### config.mk
export PLATFORM = sky130hd
export DESIGN_NAME = match_clock_ctrl
export DESIGN_NICKNAME = d
export VERILOG_FILES = /design/src/rtl/match_clock_ctrl.sv
export SDC_FILE = /design/constraint.sdc
export NUM_CORES = 1
export LEC_CHECK = 0
export ABC_AREA = 1
export CAP_MARGIN = 40
export CORE_UTILIZATION = 30
export CTS_BUF_LIST = sky130_fd_sc_hd__clkbuf_4 sky130_fd_sc_hd__clkbuf_8
export DETAILED_ROUTE_END_ITERATION = 7
export GPL_TIMING_DRIVEN = 0
export PLACE_DENSITY = 0.55
export SYNTH_ARGS = -nofsm -noshare
export SYNTH_HDL_FRONTEND = slang
export SYNTH_SLANG_ARGS = --single-unit
export TNS_END_PERCENT = 5
### constraint.sdc
create_clock -name clk -period 4.6 [get_ports clk]
set_clock_uncertainty 0.05 [all_clocks]
set_input_delay 0.69 -clock clk [delete_from_list [all_inputs] [get_ports clk]]
set_output_delay 0.69 -clock clk [all_outputs]
set_load 0.005 [all_outputs]
### src/rtl/match_clock_ctrl.sv
// Match timing controller: frame tick, whole-second countdown, start/pause/restart, bonus time, BCD digits.
// Optional `MATCH_CLOCK_WARN_EN adds a registered low-time warning output.
module match_clock_ctrl #(
  parameter int unsigned CLK_HZ    = 100000000,
  parameter int unsigned FRAME_HZ  = 120,
  parameter int unsigned MATCH_SEC = 180,
  parameter int unsigned SEC_W     = 8
) (
  input  logic             clk,
  input  logic             rst_n,
  input  logic             start_p,
  input  logic             restart_p,
  input  logic             add_valid,
  input  logic [SEC_W-1:0] add_sec,
  output logic             frame_tick,
  output logic             sec_tick,
  output logic [SEC_W-1:0] time_left,
  output logic [3:0]       bcd_h,
  output logic [3:0]       bcd_t,
  output logic [3:0]       bcd_o,
  output logic [1:0]       state,
  output logic             match_over
`ifdef MATCH_CLOCK_WARN_EN
  ,
  output logic             warn
`endif
);

  localparam int unsigned FRAME_DIV = CLK_HZ / FRAME_HZ;
  localparam int unsigned FCW       = (FRAME_DIV > 1) ? $clog2(FRAME_DIV) : 1;
  localparam int unsigned SCW       = (CLK_HZ > 1) ? $clog2(CLK_HZ) : 1;
  localparam int unsigned TW        = SEC_W + 1;
  localparam logic [FCW-1:0]   FRAME_LAST = FCW'(FRAME_DIV - 1);
  localparam logic [SCW-1:0]   SEC_LAST   = SCW'(CLK_HZ - 1);
  localparam logic [SEC_W-1:0] TIME_INIT  = SEC_W'(MATCH_SEC);

  typedef enum logic [1:0] {
    S_IDLE  = 2'b00,
    S_RUN   = 2'b01,
    S_PAUSE = 2'b10,
    S_OVER  = 2'b11
  } state_e;

  state_e           state_q, state_d;
  logic [FCW-1:0]   frame_cnt_q, frame_cnt_d;
  logic [SCW-1:0]   sec_cnt_q, sec_cnt_d;
  logic [SEC_W-1:0] time_q, time_d;
  logic             frame_tick_q, frame_tick_d;
  logic             sec_tick_q, sec_tick_d;
  logic             match_over_q, match_over_d;
  logic             adv, frame_wrap, sec_wrap, add_en, over_entry;
  logic [TW-1:0]    sum;
`ifdef MATCH_CLOCK_WARN_EN
  logic             warn_q, warn_d;
`endif

  // Dividers advance only on RUN cycles that are not being paused or restarted,
  // so a pause freezes the partial second exactly where it was.
  always_comb begin
    adv        = (state_q == S_RUN) && !start_p && !restart_p;
    frame_wrap = adv && (frame_cnt_q == FRAME_LAST);
    sec_wrap   = adv && (sec_cnt_q == SEC_LAST);

    frame_cnt_d = frame_cnt_q;
    if (adv) frame_cnt_d = frame_wrap ? '0 : frame_cnt_q + FCW'(1);
    sec_cnt_d = sec_cnt_q;
    if (adv) sec_cnt_d = sec_wrap ? '0 : sec_cnt_q + SCW'(1);

    add_en = add_valid && (state_q != S_OVER);
    sum    = {1'b0, time_q} - TW'(sec_wrap) + (add_en ? TW'(add_sec) : TW'(0));
    time_d = sum[SEC_W] ? '1 : sum[SEC_W-1:0];
    over_entry = sec_wrap && (time_d == '0);

    state_d = state_q;
    unique case (state_q)
      S_IDLE:  if (start_p) state_d = S_RUN;
      S_RUN:   begin
        if (over_entry)   state_d = S_OVER;
        else if (start_p) state_d = S_PAUSE;
      end
      S_PAUSE: if (start_p) state_d = S_RUN;
      default: state_d = state_q;
    endcase

    // The final decrement is reported by match_over alone; ticks never show in OVER.
    frame_tick_d = frame_wrap && !over_entry;
    sec_tick_d   = sec_wrap && !over_entry;
    match_over_d = over_entry;
`ifdef MATCH_CLOCK_WARN_EN
    warn_d = ((state_d == S_RUN) || (state_d == S_PAUSE)) &&
             (time_d != '0) && (32'(time_d) <= 32'd10);
`endif
  end

  // Reset and restart share one path: IDLE, full time, dividers and pulses cleared.
  always_ff @(posedge clk) begin
    if (rst_n || restart_p) begin
      state_q      <= S_IDLE;
      frame_cnt_q  <= '0;
      sec_cnt_q    <= '0;
      time_q       <= TIME_INIT;
      frame_tick_q <= 1'b0;
      sec_tick_q   <= 1'b0;
      match_over_q <= 1'b0;
`ifdef MATCH_CLOCK_WARN_EN
      warn_q       <= 1'b0;
`endif
    end else begin
      state_q      <= state_d;
      frame_cnt_q  <= frame_cnt_d;
      sec_cnt_q    <= sec_cnt_d;
      time_q       <= time_d;
      frame_tick_q <= frame_tick_d;
      sec_tick_q   <= sec_tick_d;
      match_over_q <= match_over_d;
`ifdef MATCH_CLOCK_WARN_EN
      warn_q       <= warn_d;
`endif
    end
  end

  // BCD digits straight from the registered count; SEC_W <= 9 keeps it below 512.
  logic [9:0] tv;
  always_comb begin
    tv    = 10'(time_q);
    bcd_h = 4'(tv / 10'd100);
    bcd_t = 4'((tv % 10'd100) / 10'd10);
    bcd_o = 4'(tv % 10'd10);
  end

  assign state      = state_q;
  assign time_left  = time_q;
  assign frame_tick = frame_tick_q;
  assign sec_tick   = sec_tick_q;
  assign match_over = match_over_q;
`ifdef MATCH_CLOCK_WARN_EN
  assign warn       = warn_q;
`endif

endmodule

======== Word-level counts from Yosys, hierarchy flattened ========
Index checks and enable logic that the tools add are counted.
Widths: inputs -> output; s select.
word-level totals
  flip-flop bits (word level) ............. 60
cells by class
  div/mod/pow operators ................... 4
  equal/unequal tests ..................... 7
  reduce and logical (&&, ||, !) cells .... 17
  mux-type cells .......................... 8
  add/sub/neg operators ................... 4
operator list
  operator               count
  $add 27x1->27 const B  1
  $eq 27x27->1 const B   1
  $mux 27                1
  $add 20x1->20 const B  1
  $eq 20x20->1 const B   1
  $mux 20                1
  $mux 8                 2
  $div 10x4->10 const B  1
  $div 8x7->10 const B   1
  $mod 8x4->10 const B   1
  $mod 8x7->10 const B   1
  $add 9x8->9            1
  $sub 8x1->9            1
  $logic_and 1x1->1      8
  $logic_not 8->1        1
  $mux 2                 3
  $pmux 2 s2             1
  $logic_not 1->1        3
  $ne 3x3->1 const B     1
  $reduce_and 3->1       1
  $eq 2x1->1 const B     1
  $eq 2x2->1 const B     1
  $logic_not 2->1        1
  $ne 2x1->1 const B     1
  other kinds (4)        4

======== Longest topological paths before layout ========
Gate-level depths: netlist of run 1.
  word-level depth ........................ 11
  gate-level depth with buffers ........... 31

======== Least setup slack after synthesis of run 1 ========
No wires, ideal clock.
  path type ............................... input to register
  start point ............................. input start_p
  end point ............................... register state_q[1], in the netlist state[1]
  buffers on the path ..................... 1
  data required time ...................... 4478 ps
  setup slack ............................. 340 ps
  stages on the path ...................... 26
  setup time .............................. 72 ps
  arrival ................................. 4138 ps
  cells stage by stage .................... nor4_2 -> inv_1 -> clkbuf_1 -> nor3_1 -> nand4_1 -> inv_1 -> ha_1 -> inv_1 -> ha_1 -> inv_1 -> fa_1 -> o21ai_0 -> a21oi_1 -> inv_1 -> a21oi_1 -> o21ai_0 -> a21o_1 -> xor2_1 -> inv_1 -> nand4_1 -> nor2_1 -> inv_1 -> nand2_1 -> nand2_1 -> nand2_1 -> a21oi_1
on the way
  cells in the longest elaborated chain, start to end .. 11
  elaborated cells between the ends (all ways) .. 14
  those cells by class .................... 2 x add/sub; 2 x eq/ne; 3 x mux; 7 x reduce/logical
RTL lines
  element                                                          RTL line  source
  start: declaration                                               11        input logic start_p,
  $logic_not 1->1                                                  60        adv = (state_q == S_RUN) && !start_p && !restart_p;
  $logic_and 1x1->1 (2 in series)                                  60
  $logic_and 1x1->1                                                62        sec_wrap = adv && (sec_cnt_q == SEC_LAST);
  $sub 8x1->9                                                      70        sum = {1'b0, time_q} - TW'(sec_wrap) + (add_en ? TW'(add_sec) : TW'(0));
  $add 9x8->9                                                      70
  $mux 8                                                           71        time_d = sum[SEC_W] ? '1 : sum[SEC_W-1:0];
  $logic_not 8->1                                                  72        over_entry = sec_wrap && (time_d == '0);
  $logic_and 1x1->1                                                72
  $ne 3x3->1 (no line) / $mux 2 (equally long branches)            -
  $reduce_and 3->1 (no line) / $pmux 2 s2 (equally long branches)  -
  end signal: assignment                                           109       state_q <= state_d;
  end: declaration                                                 44        state_e state_q, state_d;
Several ways; a longest one is shown, not always the timed one.
A chain may end at the register's enable or synchronous reset.

======== Worst setup path after layout of run 1 ========
  start point ............................. register time_q[5], in the netlist time_left[5]
  end point ............................... output bcd_t[0]
on the way
  cells in the longest elaborated chain, start to end .. 2
RTL lines
  element                   RTL line  source
  start: declaration        47        logic [SEC_W-1:0] time_q, time_d;
  start signal: assignment  112       time_q <= time_d;
  $mod 8x7->10              127       bcd_t = 4'((tv % 10'd100) / 10'd10);
  $div 10x4->10             127
  end: declaration          19        output logic [3:0] bcd_t,
No other way between the ends.

==> results of run 1 <==
-- per-layer routing --
metal  vias up  GRT usage, %
met1      1839          19.2
li1       2165             -
met5         -             0
met4         0          7.02
met2        69          24.4
met3        16          2.59
-- cell type report --
cell class	instances	area share [%]
clock inverter	1	0.0941
multi-input combinational	433	50.2
timing repair buffer	54	9.41
buffer	8	0.846
tap	180	4.23
clock buffer	15	3.53
sequential	60	22.7
inverter	126	9.01
-- repair_timing --
item | CTS | global route
pin swaps | 2 | 16
resized for setup | 10 | 41
buffers inserted | 2 | 17
endpoints found under the setup margin | 17 | 9
-- placed cells by master (no fill, tap or decap), drive strengths merged, types with 4 or more instances in the layout --
master           n
nor3            25
nand2          135
dfxtp           60
inv            123
nand4           17
clkdlybuf4s50   32
a21oi           44
o21ai           32
clkbuf          19
a211oi           4
nor3b            5
nand3           41
nor4            10
clkinv           4
ha              23
xnor2            4
xor2            14
nor2            52
buf             23
-- registers in the layout, indices dropped and copies added, names as in the netlist --
| name | flops |
|---|---|
| frame_tick | 1 |
| time_left | 8 |
| frame_cnt_q | 20 |
| state | 2 |
| sec_cnt_q | 27 |
| match_over | 1 |
| sec_tick | 1 |
-- through the flow --
step / setup WS [ps] / TNS, ps / area [µm²] / instances
6_report: 244 / 0 / 5320 / 877
3_5_place_dp: -1040 / -8190 / 4810 / 844
3_3_place_gp: -942 / -6660 / 4810 / 844
5_1_grt: -28.3 / -28.3 / 5320 / 877
4_1_cts: -6.25 / -6.25 / 5050 / 861
2_1_floorplan: 340 / 0 / 4240 / 629
-- cells by family (layout without fill, tap and decap cells) --
kind of cell | Yosys count | after routing | synth area share, %
AND/OR/NAND/NOR | 291 | 291 | 34.4
AO/OA/AOI/OAI | 97 | 97 | 13.5
flip-flops | 60 | 60 | 28.4
XOR/XNOR | 18 | 18 | 3.72
adder cells (fa/ha/maj) | 24 | 24 | 7.27
multiplexers | 1 | 1 | 0.236
other | 1 | 2 | 0.0885
buffers and inverters | 136 | 204 | 12.4
-- worst reg2reg max path: cells and delay by family (launching register included) --
kind	cells	cell delay, ps
AND/OR/NAND/NOR	8	1240
buffers and inverters	8	610
AO/OA/AOI/OAI	6	790
flip-flops	1	390
XOR/XNOR	1	110
adder cells (fa/ha/maj)	3	750
-- path summary, 6_finish.rpt --
path	slack [ps]	to	startpoint
min	410	sec_cnt_q[26]	sec_cnt_q[26]
max reg2reg	550	state[0]	state[0]
max	240	bcd_t[0]	time_left[5]
min reg2reg	410	sec_cnt_q[26]	sec_cnt_q[26]
==> qor.txt, run 1 <==
Status -> complete, no violations
Initial antenna violation count -> 0
Top Layer Used -> met4
Total GRT Usage -> 15.0%
Final WL -> 10300 µm
Routed vias/inst -> 4.66
Die Y -> 121 µm
Startpoint types -> register
Worst-Skew Late Latency -> 350 ps
Critical path type -> reg2out
Most frequent cell after synthesis -> inv_1
Hold WC Path Type -> reg2reg
CP arrival -> 3620 ps
Layout cells sized above 1 -> 18.7%
Worst-margin pin slew -> 527 ps
Ys async rst share -> 0%
First-pass GRT wire length -> 17500 µm
I/O pin count -> 38
DRC -> 0
CP required -> 3860 ps
Fmax -> 230 MHz
Clk buf depth -> 2
Number of levels in the clock H-tree -> 3
Sequential Area -> 1210 µm²
Worst slew margin -> 64.8%
Area of the multi-input gates -> 2670 µm²
Number of global-route vias before repair -> 3888
GP Congestion -> 0.832
CTS tree -> built
Filler Cell Count -> 1435
Post-Syn Area per Cell -> 6.74 µm²
Remaining antenna violation count -> 0
Most Frequent Cell on Critical Path -> nand2_2
Total congestion overflow -> 0
Port bufs -> 35
Final Hold Viols -> 0
Synth top cells by count -> inv_1 (117), nand2_1 (105), dfxtp_1 (60)
Maxcap violations -> 0
EDFF count, synth -> 0
Max stage delay on crit path -> 490 ps
CP max FO -> 6
Area contributors post-synth -> dfxtp_1 (28%), inv_1 (10%), nand2_1 (9.3%)
Worst hold margin -> 412 ps
Period utilisation layout -> 94.7%
Util after Layout -> 38.5%
Synth area leader -> dfxtp_1
RSZ-0062 raised after global routing -> true
HPWL after DPL -> 7910 µm
Seq/Total Area, Yosys -> 28.4%
Cells after Synth -> 628
Via Count -> 4089
Clock slew seen by the registers of the worst setup and hold paths -> 70 ps
Wire length on met1 -> 4900 µm
Largest net degree at the start of global routing -> 13
#FFs+latches synth -> 60
Router iterations before antenna repair -> 4
CP top delay family -> simple AND/OR/NAND/NOR gates
Reg2reg path depth -> 26
Die ar. -> 14600 µm²
Hold Path Stages -> 1
Top cell type's share of synthesized area -> 28.4%
Post-Syn Area -> 4240 µm²
CP Capture Type -> output port
Worst path bufs/invs -> 3
CP max stage cell -> clkdlybuf4s50_1
Distinct cells, synth -> 50
Ys flop type -> dfxtp_1
Die X -> 121 µm
Slew Viols, Final -> 0
Post-layout min period -> 4360 ps
# diodes -> 0
Core footprint -> 13800 µm²
Starting density of the core -> 30.6%
Area Growth Syn to Fin -> 25.6%
CTS sink count -> 60
Yosys warns -> 0
Total CTS buffers -> 9
DRT iter0 DRCs -> 197
CTS Hold Bufs -> 0
WL per Instance -> 11.8 µm
Final setup viols -> 0
Rows -> 43
Root buffer cell -> clkbuf_8
Stages on the worst setup path -> 30
Met3 routed wirelength -> 314 µm
Post-layout net count -> 729
WL met2 -> 4900 µm
Power of run 1 is not shown: default switching activity piles up to over one toggle a cycle in this logic, so the estimate is an artifact.
==> run 2: changes to the inputs <==
--- a/config.mk
+++ b/config.mk
@@ -9,6 +9,7 @@
 export CAP_MARGIN = 40
 export CORE_UTILIZATION = 30
 export CTS_BUF_LIST = sky130_fd_sc_hd__clkbuf_4 sky130_fd_sc_hd__clkbuf_8
+export CTS_CLUSTER_DIAMETER = 150
 export DETAILED_ROUTE_END_ITERATION = 7
 export GPL_TIMING_DRIVEN = 0
 export PLACE_DENSITY = 0.55
==> results of run 2 <==
No change in the layout: final DEF, timing and power equal those of run 1.
Power of run 2 is left out for the same reason.
